<file path="config.mk">
export PLATFORM = sky130hd
export DESIGN_NAME = instruction_fetch_unit
export DESIGN_NICKNAME = d
export VERILOG_FILES = /design/src/rtl/instruction_fetch_unit.sv
export SDC_FILE = /design/constraint.sdc
export NUM_CORES = 1
export LEC_CHECK = 0
export BUFFER_PORTS_ARGS = -buffer_cell sky130_fd_sc_hd__buf_2
export CORE_MARGIN = 2
export CORE_UTILIZATION = 40
export CTS_BUF_LIST = sky130_fd_sc_hd__clkbuf_8
export CTS_CLUSTER_SIZE = 30
export DETAILED_ROUTE_END_ITERATION = 6
export PLACE_DENSITY = 0.67
export SLEW_MARGIN = 5
export SYNTH_ARGS = -nofsm -noshare
export SYNTH_HDL_FRONTEND = slang
export SYNTH_SLANG_ARGS = --single-unit
</file>
<file path="constraint.sdc">
create_clock -name Clk -period 4.7 [get_ports Clk]
set_clock_uncertainty 0.15 [all_clocks]
set_input_delay 1.41 -clock Clk [delete_from_list [all_inputs] [get_ports Clk]]
set_output_delay 1.41 -clock Clk [all_outputs]
set_load 0.01 [all_outputs]
</file>
<file path="src/rtl/instruction_fetch_unit.sv">
// instruction_fetch_unit: PC, instruction-memory request and IF/ID register with branch/stall/flush.
// Define IFU_PERF_CNT_EN to add the FetchCount performance counter.
module instruction_fetch_unit #(
    parameter logic [31:0] RESET_PC = 32'h0000_0000,
    parameter logic [31:0] PC_INC   = 32'd4
) (
    input  logic        Clk,
    input  logic        Reset,
    input  logic        Stall,
    input  logic        Flush,
    input  logic        BranchTaken,
    input  logic [31:0] BranchTarget,
    input  logic [31:0] Instruction,
    output logic [31:0] Address,
    output logic [31:0] IF_Instruction,
    output logic [31:0] IF_PCPlus4,
    output logic        IF_Valid,
    output logic        Misaligned
`ifdef IFU_PERF_CNT_EN
    ,
    output logic [31:0] FetchCount
`endif
);
    logic [31:0] pc;
    logic [31:0] pc_plus;
    logic [31:0] next_pc;
    logic        squash;
    logic        load;

    assign Address = pc;
    assign pc_plus = pc + PC_INC;
    // A redirect overrides a stall; the target is forced to word alignment.
    assign next_pc = BranchTaken ? {BranchTarget[31:2], 2'b00} : Stall ? pc : pc_plus;
    assign squash  = Flush | BranchTaken;
    assign load    = !squash && !Stall;

    always_ff @(posedge Clk or posedge Reset) begin
        if (Reset) begin
            pc             <= RESET_PC;
            IF_Instruction <= '0;
            IF_PCPlus4     <= '0;
            IF_Valid       <= 1'b0;
            Misaligned     <= 1'b0;
        end else begin
            pc         <= next_pc;
            Misaligned <= BranchTaken & |BranchTarget[1:0];
            if (squash) begin
                IF_Instruction <= '0;
                IF_Valid       <= 1'b0;
            end else if (load) begin
                IF_Instruction <= Instruction;
                IF_PCPlus4     <= pc_plus;
                IF_Valid       <= 1'b1;
            end
        end
    end

`ifdef IFU_PERF_CNT_EN
    always_ff @(posedge Clk or posedge Reset) begin
        if (Reset) FetchCount <= '0;
        else if (load) FetchCount <= FetchCount + 32'd1;
    end
`endif
endmodule

</file>
==> results.py, run 1 <==
metrics = {
    "pwr": {
        "seq_power_share_pct": 51.3,
        "p_sw_share_pct": 28.6,
        "vdd.ir_drop.worst_mv": 0.146,
        "switching_power_mw": 0.544,
        "power_density_nw_per_um2": 342,
        "proportion_of_power_drawn_by_combinational_gates_pct": 16.6,
        "power.clock.fraction_pct": 32.2,
        "internal-power_mw": 1.36,
        "power.static_leakage_nw": 2.69,
    },
    "routing": {
        "wl_per_cell_um": 14.8,
        "via_per_inst": 4.99,
        "drt_iter0_markers": 133,
        "final_antenna_net_count": 0,
        "vias": 3628,
        "post-route-drc-count": 0,
        "post_detailed_routing_wire_length_um": 10800,
        "detailedRoute.firstPassIterationCount": 5,
    },
    "place": {
        "postPlaceCellArea_um2": 5330,
        "place.port_buffers": 162,
        "detailedPlacementHpwl_um": 7780,
        "routabilityCongestion": 0.776,
    },
    "sta": {
        "setup_viol": 0,
        "timing.setup.tns_ps": 0,
        "layout_worst_path_cycle_share_pct": 65.7,
        "max-slew-margin-rel_pct": 28.7,
        "fin_crit_ps": 3090,
        "finalMaxSlewViolations": 0,
        "max_clock_freq_mhz": 324,
        "tightestPinTransition_ps": 1070,
        "finalHoldViolCount": 0,
        "grt_setup_unrepaired": "false",
    },
    "run": {
        "drv_cap": 0,
    },
    "synthesis": {
        "post-synth-top-area-fraction_pct": 52.9,
        "synth-async-reset-ratio_pct": 100,
        "synth.avg_cell_area_um2": 10.2,
        "yosys-top-cells-area": "dfrtp_1, nand2_1, a22o_1",
        "number_of_warnings_issued_by_yosys": 0,
        "synth_seq_area_share_pct": 52.9,
        "netlist-cell-type-count": 40,
        "ys_dominant_reg_cell": "dfrtp_1",
        "postSynthCellCount": 437,
        "number_of_synthesized_flops_with_an_enable_pin": 0,
        "post-synth-top-area-cell": "dfrtp_1",
        "synth.ff_latch_count": 94,
        "netlist_area_pre_place_um2": 4450,
    },
    "worst_setup_path": {
        "cp.required_ps": 4840,
        "worst-path-buf-inv": 1,
        "crit_fanout": 60,
        "type_of_the_setup_path_with_the_least_slack": "in2reg",
        "critical_path_cell_by_cell": "buf_2 -> or3_2 -> or4_1 -> nand4_1",
        "timing.critical_path.from_type": "primary input",
        "critPathArrivalTime_ps": 3230,
        "startpoint": "Stall",
        "kind_of_cell_adding_the_most_delay_to_the_critical_path": "simple AND/OR/NAND/NOR gates",
        "r2r_start": "Address[2]$_DFFE_PP0N_",
        "endpoint_kind": "flop",
        "cpPeakStageDelay_ps": 840,
        "critPathSlowestCell": "or3_2",
    },
    "clock_network": {
        "cts_tree": "yes",
        "post_cts_resize_count": 0,
        "clock_insertion_delay_worst_skew_ps": 360,
        "clock_tree.htree_level_count": 3,
        "hold_buffers": 0,
        "cts.repair_timing.setup_buffer_count": 0,
        "cts_inserted_buffers": 9,
        "cts_max_path_buffers": 2,
        "clk_transition_reported_paths_ps": 90,
        "clk_root_buffer_cell": "clkbuf_8",
        "clock-sinks": 94,
    },
    "die": {
        "placeableCoreArea_um2": 10800,
        "placementRows": 38,
        "initial_core_util_pct": 41.0,
        "floorplan.die_area_um2": 12000,
        "die-height_um": 109,
        "fp.dieW_um": 109,
        "ios": 167,
    },
    "final_layout": {
        "layout.cells.most_common_list": "buf_2, dfrtp_1, nand2_1, o21ai_0, a22o_1",
        "area_delta_synth_final_pct": 25.2,
        "finish.utilization_pct": 51.3,
        "num_antenna_cells": 0,
        "share_of_final_layout_standard_cells_stronger_than_drive_strength_1_pct": 34.6,
        "nNetsFinal": 652,
        "design_area_um2": 5570,
        "layout.cells.most_common": "buf_2",
    },
    "global_routing": {
        "grt_antenna_before_repair": 0,
        "first_pass_grt_wire_length_um": 17300,
        "largest_net_degree_at_the_start_of_global_routing": 89,
        "grtUsageTotal_pct": 18.6,
        "first_global_vias": 3551,
        "gr-total-overflow": 0,
    },
    "worst_hold_path": {
        "path_type_of_the_worst_min_delay_path": "reg2reg",
        "worstHoldStart": "IF_PCPlus4[27]$_DFFE_PP0P_",
    },
    "run_status": {
        "status": "completed",
    },
}
## cell type report
cell class              instances  area, um^2
well taps                     140         175
clock buffers                  11         151
clock inverters                 5        81.3
fillers                      1003        5280
inverters                       1        6.26
flip-flops and latches         94        2350
repair buffers                166         841
multi-input cells             310        1960
## per-layer routing
layer / GRT usage [%] / wire, um / up-vias
li1: - / - / 1783
met1: 24.4 / 4760 / 1696
met2: 29.9 / 4990 / 136
met3: 4.92 / 861 / 13
met4: 6.33 / 168 / 0
met5: 0 / 0 / -
## final timing paths
check / slack (ps) / to / depth (start not counted)
hold reg to reg: 330 / IF_PCPlus4[27]$_DFFE_PP0P_ / 2
min in group asynchronous: 1150 / IF_Instruction[5]$_DFFE_PP0P_ / 2
max in group asynchronous: 2540 / IF_Instruction[16]$_DFFE_PP0P_ / 3
setup reg to reg: 2120 / Address[26]$_DFFE_PP0N_ / 6
setup / recovery: 1610 / IF_PCPlus4[27]$_DFFE_PP0P_ / 4
hold / removal: 330 / IF_PCPlus4[27]$_DFFE_PP0P_ / 2
## cells by family (layout without fill, tap and decap cells)
family	after synthesis	count (layout)	synth area share, %
xor gates and xnor gates	55	55	10.8
and+or+nand+nor	158	158	18.7
AOI/OAI and AO/OA	88	88	12.7
buffers and inverters	36	183	3.55
muxes	4	4	0.985
DFF	94	94	52.9
other	1	4	0.0844
adders and majority gates	1	1	0.281
## state kept, by name, indices dropped and copies added, names as in the netlist
name / cells
IF_Valid: 1
IF_PCPlus4: 30
Address: 30
Misaligned: 1
IF_Instruction: 32
## cell usage after synthesis (3+ instances only)
master and instances:
dfrtp_1 94, nand2_1 76, o21ai_0 49, a22o_1 32, xor2_1 28, xnor2_1 27, nand3_1 25, clkbuf_1 24
nor2_1 16, nand4_1 9, o21ai_1 6, buf_2 5, nor3_1 5, buf_4 4, mux2_2 3, nor2b_1 3
nor4_2 3
## worst register-to-register path, stage by stage, from the launching register on
cell and delay (ps):
dfrtp_1 510, ha_1 290, nand3_1 260, nor4_4 630
nand4_1 200, xnor2_1 160, mux2_2 260
## stage by stage
| stage | worst slack (ps) | power (mW) | hold slack, ps | std cells |
|---|---|---|---|---|
| final | 1610 | 1.90 | 330 | 727 |
| after global placement | 1270 | 1.30 | 307 | 711 |
| after detailed placement | 1240 | 1.31 | 314 | 711 |
| after global routing | 1520 | 2.01 | 362 | 727 |
| after floorplan | 691 | 1.16 | 364 | 440 |
| after CTS | 1630 | 1.93 | 335 | 727 |
## power groups by stage
stage	Sequential (mW)	Clock (mW)	Combinational, mW
6_report	0.975	0.612	0.315
5_1_grt	0.988	0.664	0.357
4_1_cts	0.976	0.629	0.322
3_5_place_dp	0.991	0	0.322
3_3_place_gp	0.987	0	0.316
2_1_floorplan	1.01	0	0.154
Power figures use the tool's default switching activity.
==> run 2: changes to the inputs <==
--- a/config.mk
+++ b/config.mk
@@ -5,13 +5,14 @@
 export SDC_FILE = /design/constraint.sdc
 export NUM_CORES = 1
 export LEC_CHECK = 0
+export ABC_AREA = 1
 export BUFFER_PORTS_ARGS = -buffer_cell sky130_fd_sc_hd__buf_2
 export CORE_MARGIN = 2
 export CORE_UTILIZATION = 40
 export CTS_BUF_LIST = sky130_fd_sc_hd__clkbuf_8
 export CTS_CLUSTER_SIZE = 30
 export DETAILED_ROUTE_END_ITERATION = 6
-export PLACE_DENSITY = 0.67
+export PLACE_DENSITY = 0.69
 export SLEW_MARGIN = 5
 export SYNTH_ARGS = -nofsm -noshare
 export SYNTH_HDL_FRONTEND = slang
==> constraint.sdc (replaced) <==
create_clock -name Clk -period 2.68 [get_ports Clk]
set_clock_uncertainty 0.15 [all_clocks]
set_input_delay 0.804 -clock Clk [delete_from_list [all_inputs] [get_ports Clk]]
set_output_delay 0.804 -clock Clk [all_outputs]
set_load 0.01 [all_outputs]
==> run 2 against run 1 <==
Area after synthesis rose by 6.4%. Flip-flop and latch count stayed put. First-iteration DRC count rose by 140%. Critical path type is now reg2out. Clock power up 110%. Largest power group unchanged. Core utilization rose by 0.51 points.
==> results.py, run 2 <==
metrics = {
    "run_status": {
        "status": "completed",
    },
    "global_routing": {
        "grtUsageTotal_pct": 21.4,
        "largest_net_degree_at_the_start_of_global_routing": 40,
        "first_global_vias": 4489,
        "gr-total-overflow": 0,
        "grt_antenna_before_repair": 1,
        "first_pass_grt_wire_length_um": 21900,
    },
    "final_layout": {
        "area_delta_synth_final_pct": 25.7,
        "top_register": "IF_Instruction",
        "layout.cells.most_common_list": "nand2_1, buf_2, dfrtp_1, nand3_1, inv_1",
        "layout.cells.most_common": "nand2_1",
        "finish.utilization_pct": 51.8,
        "share_of_final_layout_standard_cells_stronger_than_drive_strength_1_pct": 27.5,
        "layout.filler_cells": 1107,
        "largest_reg_flops": 32,
        "nNetsFinal": 831,
    },
    "sta": {
        "final.hold.worst_slack_ps": 334,
        "grt_setup_unrepaired": "false",
        "layout_worst_path_cycle_share_pct": 74.8,
        "setup_viol": 0,
        "tightestPinTransition_ps": 667,
        "fin_crit_ps": 2000,
        "timing.setup.tns_ps": 0,
        "finalHoldViolCount": 0,
        "max_clock_freq_mhz": 499,
        "finalMaxSlewViolations": 0,
        "max-slew-margin-rel_pct": 55.4,
    },
    "pwr": {
        "post-layout-total-power_mw": 3.61,
        "vdd.ir_drop.worst_mv": 0.341,
        "power.static_leakage_nw": 3.35,
        "power_density_nw_per_um2": 607,
    },
    "worst_setup_path": {
        "r2r_start": "Address[2]$_DFFE_PP0N_",
        "reg2reg_setup_slack_ps": 780,
        "worstSetupPathDepth": 1,
        "type_of_the_setup_path_with_the_least_slack": "reg2out",
        "critical_path_cell_by_cell": "buf_2",
        "cpPeakStageDelay_ps": 500,
        "critPathSlowestCell": "dfrtp_1",
        "startpoint": "Address[18]$_DFFE_PP0N_",
        "timing.rr.end": "IF_PCPlus4[24]$_DFFE_PP0P_",
        "critPathArrivalTime_ps": 1050,
        "endpoint_kind": "primary output",
        "worst_case_reg_to_reg_path_depth": 8,
        "crit_path_end": "Address[18]",
        "crit_fanout": 6,
        "timing.critical_path.from_type": "flop",
        "kind_of_cell_adding_the_most_delay_to_the_critical_path": "flip-flops",
        "worst-path-buf-inv": 1,
        "cp.required_ps": 1730,
    },
    "clock_network": {
        "clock-sinks": 94,
        "clk_root_buffer_cell": "clkbuf_8",
        "clk_transition_reported_paths_ps": 90,
        "cts_inserted_buffers": 9,
        "cts_tree": "yes",
        "hold_buffers": 0,
        "cts.repair_timing.setup_buffer_count": 0,
        "post_cts_resize_count": 0,
        "clock_tree.htree_level_count": 3,
        "clock_insertion_delay_worst_skew_ps": 360,
        "cts_max_path_buffers": 2,
    },
    "synthesis": {
        "postSynthCellCount": 604,
        "synth.top_cells.by_count": "nand2_1, dfrtp_1, nand3_1",
        "ys_dominant_reg_cell": "dfrtp_1",
        "yosys-top-cells-area": "dfrtp_1, nand2_1, nand3_1",
        "synth.ff_latch_count": 94,
        "number_of_synthesized_flops_with_an_enable_pin": 0,
        "netlist-cell-type-count": 31,
        "synth.avg_cell_area_um2": 7.83,
        "synth-async-reset-ratio_pct": 100,
        "post-synth-top-area-cell": "dfrtp_1",
        "number_of_warnings_issued_by_yosys": 0,
        "synth_seq_area_share_pct": 49.7,
        "netlist_area_pre_place_um2": 4730,
        "post-synth-top-area-fraction_pct": 49.7,
        "yosys.cell_count.top_type": "nand2_1",
    },
    "run": {
        "drv_cap": 0,
    },
    "routing": {
        "post-route-drc-count": 0,
        "detailedRoute.firstPassIterationCount": 4,
        "via_per_inst": 4.91,
        "wl_per_cell_um": 14.6,
        "final_antenna_net_count": 0,
        "drt_iter0_markers": 322,
        "vias": 4470,
        "post_detailed_routing_wire_length_um": 13300,
    },
    "die": {
        "placementRows": 39,
        "fp.dieW_um": 113,
        "die-height_um": 113,
        "placeableCoreArea_um2": 11500,
        "initial_core_util_pct": 41.2,
        "ios": 167,
        "floorplan.die_area_um2": 12700,
    },
    "worst_hold_path": {
        "path_type_of_the_worst_min_delay_path": "reg2reg",
        "hold_path_depth": 2,
    },
    "place": {
        "place.port_buffers": 162,
        "routabilityCongestion": 0.855,
        "detailedPlacementHpwl_um": 9700,
    },
}
-- run 2: cell types whose count changed after synthesis, moves of 15 or more --
cell	delta
nand2_1	+181
inv_1	+49
nand3_1	+40
o21ai_0	-25
xnor2_1	-25
a22o_1	-22
xor2_1	-17
clkbuf_1	-15
-- run 2: per-layer routing --
| metal | routed length (um) | vias to the layer above | GRT usage, % |
|---|---|---|---|
| met5 | 0 | - | 0 |
| met4 | 351 | 0 | 8.21 |
| met3 | 944 | 26 | 3.86 |
| met2 | 6450 | 161 | 36.3 |
| met1 | 5540 | 2089 | 27.3 |
| li1 | - | 2194 | - |
-- run 2: worst min-delay path by stage --
stage                                    start                    endpoint  slack, ps
finish              IF_PCPlus4[12]$_DFFE_PP0P_  IF_PCPlus4[12]$_DFFE_PP0P_        330
global route        IF_PCPlus4[25]$_DFFE_PP0P_  IF_PCPlus4[25]$_DFFE_PP0P_        360
CTS                 IF_PCPlus4[28]$_DFFE_PP0P_  IF_PCPlus4[28]$_DFFE_PP0P_        340
detailed placement  IF_PCPlus4[31]$_DFFE_PP0P_  IF_PCPlus4[31]$_DFFE_PP0P_        310
global placement    IF_PCPlus4[29]$_DFFE_PP0P_  IF_PCPlus4[29]$_DFFE_PP0P_        310
floorplan           IF_PCPlus4[18]$_DFFE_PP0P_  IF_PCPlus4[18]$_DFFE_PP0P_        360
-- run 2: logic make-up (layout without fill, tap and decap cells) --
kind of cell / count (synthesis) / after routing / synth area share (%)
flops: 94 / 94 / 49.7
buf+inv: 80 / 239 / 7.46
xor+xnor: 14 / 14 / 2.75
simple gates: 369 / 369 / 33.5
fa+ha+maj: 1 / 1 / 0.265
compound gates: 45 / 45 / 6.16
other cells: 1 / 5 / 0.0793
-- run 2: per-stage QoR --
| step | cells | area (um^2) | setup slack (ps) |
|---|---|---|---|
| 3_3_place_gp | 893 | 5670 | 515 |
| 2_1_floorplan | 607 | 4740 | 620 |
| 4_1_cts | 909 | 5940 | 651 |
| 6_report | 910 | 5950 | 675 |
| 3_5_place_dp | 893 | 5670 | 406 |
| 5_1_grt | 910 | 5950 | 631 |
-- run 2: cell type report --
type	count	area, um^2	area share [%]
flip-flops and latches	94	2350	39.6
multi-input cells	433	2040	34.3
repair buffers	171	903	15.2
inverters	52	201	3.39
well taps	143	179	3.01
clock inverters	7	145	2.44
clock buffers	9	124	2.08
diodes	1	2.50	0.0421
-- run 2: where the power goes --
group / switching (mW) / internal (mW) / total (mW)
logic: 0.397 / 0.261 / 0.659
registers: 0.134 / 1.56 / 1.70
clock network: 0.536 / 0.719 / 1.26
==> run 3: changes to the inputs <==
--- a/config.mk
+++ b/config.mk
@@ -12,7 +12,7 @@
 export CTS_BUF_LIST = sky130_fd_sc_hd__clkbuf_8
 export CTS_CLUSTER_SIZE = 30
 export DETAILED_ROUTE_END_ITERATION = 6
-export PLACE_DENSITY = 0.69
+export PLACE_DENSITY = 0.66
 export SLEW_MARGIN = 5
 export SYNTH_ARGS = -nofsm -noshare
 export SYNTH_HDL_FRONTEND = slang
==> constraint.sdc (replaced) <==
create_clock -name Clk -period 2.05 [get_ports Clk]
set_clock_uncertainty 0.15 [all_clocks]
set_input_delay 0.615 -clock Clk [delete_from_list [all_inputs] [get_ports Clk]]
set_output_delay 0.615 -clock Clk [all_outputs]
set_load 0.01 [all_outputs]
==> run 3 against run 2 <==
Power up 16%. Non-clock buffer count is 1 lower. Combinational power grew 30%. First-iteration DRC count is 11% lower. Flip-flop and latch count did not move. Largest power group unchanged.
==> results.py, run 3 (same netlist as run 2, synthesis figures left out) <==
metrics = {
    "run_status": {
        "status": "completed",
    },
    "worst_setup_path": {
        "critPathArrivalTime_ps": 1080,
        "reg2reg_setup_slack_ps": 220,
        "worst-path-buf-inv": 1,
        "cp.required_ps": 1280,
        "type_of_the_setup_path_with_the_least_slack": "reg2out",
        "startpoint": "Address[18]$_DFFE_PP0N_",
        "crit_path_end": "Address[18]",
        "worstSetupPathDepth": 1,
        "worst_case_reg_to_reg_path_depth": 10,
        "timing.critical_path.from_type": "flop",
        "endpoint_kind": "primary output",
        "r2r_start": "Address[2]$_DFFE_PP0N_",
        "crit_fanout": 6,
        "cpPeakStageDelay_ps": 520,
        "timing.rr.end": "IF_PCPlus4[26]$_DFFE_PP0P_",
        "critPathSlowestCell": "dfrtp_1",
        "kind_of_cell_adding_the_most_delay_to_the_critical_path": "flip-flops",
        "critical_path_cell_by_cell": "buf_2",
    },
    "die": {
        "die-height_um": 113,
        "placeableCoreArea_um2": 11500,
        "placementRows": 39,
        "floorplan.die_area_um2": 12700,
        "initial_core_util_pct": 41.2,
        "fp.dieW_um": 113,
        "ios": 167,
    },
    "pwr": {
        "power.static_leakage_nw": 3.30,
        "power_density_nw_per_um2": 717,
        "p_sw_share_pct": 32.6,
        "power.clock.fraction_pct": 26.9,
        "internal-power_mw": 2.83,
        "vdd.ir_drop.worst_mv": 0.310,
        "seq_power_share_pct": 52.7,
        "switching_power_mw": 1.37,
        "proportion_of_power_drawn_by_combinational_gates_pct": 20.3,
    },
    "routing": {
        "wl_per_cell_um": 13.9,
        "post-route-drc-count": 0,
        "final_antenna_net_count": 0,
        "vias": 4362,
        "post_detailed_routing_wire_length_um": 12600,
        "drt_iter0_markers": 285,
        "via_per_inst": 4.80,
        "detailedRoute.firstPassIterationCount": 4,
    },
    "clock_network": {
        "cts_tree": "yes",
        "cts_inserted_buffers": 9,
        "clock-sinks": 94,
        "clock_insertion_delay_worst_skew_ps": 360,
        "clock_tree.htree_level_count": 3,
        "clk_root_buffer_cell": "clkbuf_8",
        "hold_buffers": 0,
        "post_cts_resize_count": 0,
        "cts_max_path_buffers": 2,
        "cts.repair_timing.setup_buffer_count": 0,
        "clk_transition_reported_paths_ps": 90,
    },
    "worst_hold_path": {
        "path_type_of_the_worst_min_delay_path": "in2async",
    },
    "place": {
        "routabilityCongestion": 0.900,
        "detailedPlacementHpwl_um": 9140,
        "placedCellCount": 892,
        "place.port_buffers": 162,
    },
    "sta": {
        "setup_viol": 0,
        "timing.setup.tns_ps": 0,
        "fin_crit_ps": 1850,
        "max_clock_freq_mhz": 542,
        "layout_worst_path_cycle_share_pct": 90.0,
        "grt_setup_unrepaired": "false",
        "tightestPinTransition_ps": 677,
        "max-slew-margin-rel_pct": 54.8,
        "finalMaxSlewViolations": 0,
        "finalHoldViolCount": 0,
    },
    "final_layout": {
        "layout.filler_cells": 1150,
        "largest_reg_flops": 32,
        "nNetsFinal": 830,
        "area_delta_synth_final_pct": 23.8,
        "share_of_final_layout_standard_cells_stronger_than_drive_strength_1_pct": 27.5,
        "seq_area_um2": 2350,
        "layout.cells.most_common_list": "nand2_1, buf_2, dfrtp_1, nand3_1, inv_1",
        "layout.cells.most_common": "nand2_1",
        "finalNonFillerCells": 908,
        "top_register": "IF_Instruction",
        "multi_input_area_um2": 2040,
        "num_antenna_cells": 0,
    },
    "global_routing": {
        "gr-total-overflow": 0,
        "grtUsageTotal_pct": 20.3,
        "largest_net_degree_at_the_start_of_global_routing": 95,
        "first_global_vias": 4332,
        "grt_antenna_before_repair": 0,
        "first_pass_grt_wire_length_um": 20900,
    },
    "run": {
        "drv_cap": 0,
    },
}
==> run 3: worst min path at each step <==
stage	startpoint	end	slack, ps	cells past startpoint
floorplan	IF_PCPlus4[18]$_DFFE_PP0P_	IF_PCPlus4[18]$_DFFE_PP0P_	360	2
detailed placement	IF_PCPlus4[21]$_DFFE_PP0P_	IF_PCPlus4[21]$_DFFE_PP0P_	310	2
CTS	Reset	IF_Instruction[30]$_DFFE_PP0P_	240	3
finish	Reset	Misaligned$_DFF_PP0_	230	3
global route	Reset	Address[2]$_DFFE_PP0N_	270	3
global placement	IF_PCPlus4[29]$_DFFE_PP0P_	IF_PCPlus4[29]$_DFFE_PP0P_	310	2
==> run 3: power by group through the flow <==
stage                     Sequential [mW]  Clock, mW  Combinational, mW
after floorplan                      2.31          0              0.401
after global placement               2.24          0              0.853
after detailed placement             2.25          0              0.868
after CTS                            2.21       1.16              0.871
after global routing                 2.24       1.24              0.960
final                                2.21       1.13              0.854
==> run 3: layout make-up <==
type	count	area share (%)
repair buffers	170	15.5
multi-input cells	433	34.8
clock inverters	7	0.855
clock buffers	9	2.12
well taps	143	3.06
inverters	52	3.44
flip-flops and latches	94	40.2
==> run 3: per-stage QoR <==
step	total power, mW	utilization [%]	hold WS, ps	setup slack (ps)	area, um^2
floorplan	2.71	-	363	179	4740
global placement	3.10	49.5	310	127	5680
detailed placement	3.11	49.5	311	56.2	5680
CTS	4.25	51.0	245	201	5850
global route	4.45	51.0	271	64.9	5850
finish	4.20	51.0	230	205	5850
==> run 3: per-layer routing <==
layer	wire [um]	GRT usage [%]	vias to the layer above
li1	-	-	2193
met1	5600	27.4	2023
met2	6000	32.9	135
met3	908	4.07	11
met4	140	7.24	0
met5	0	0	-
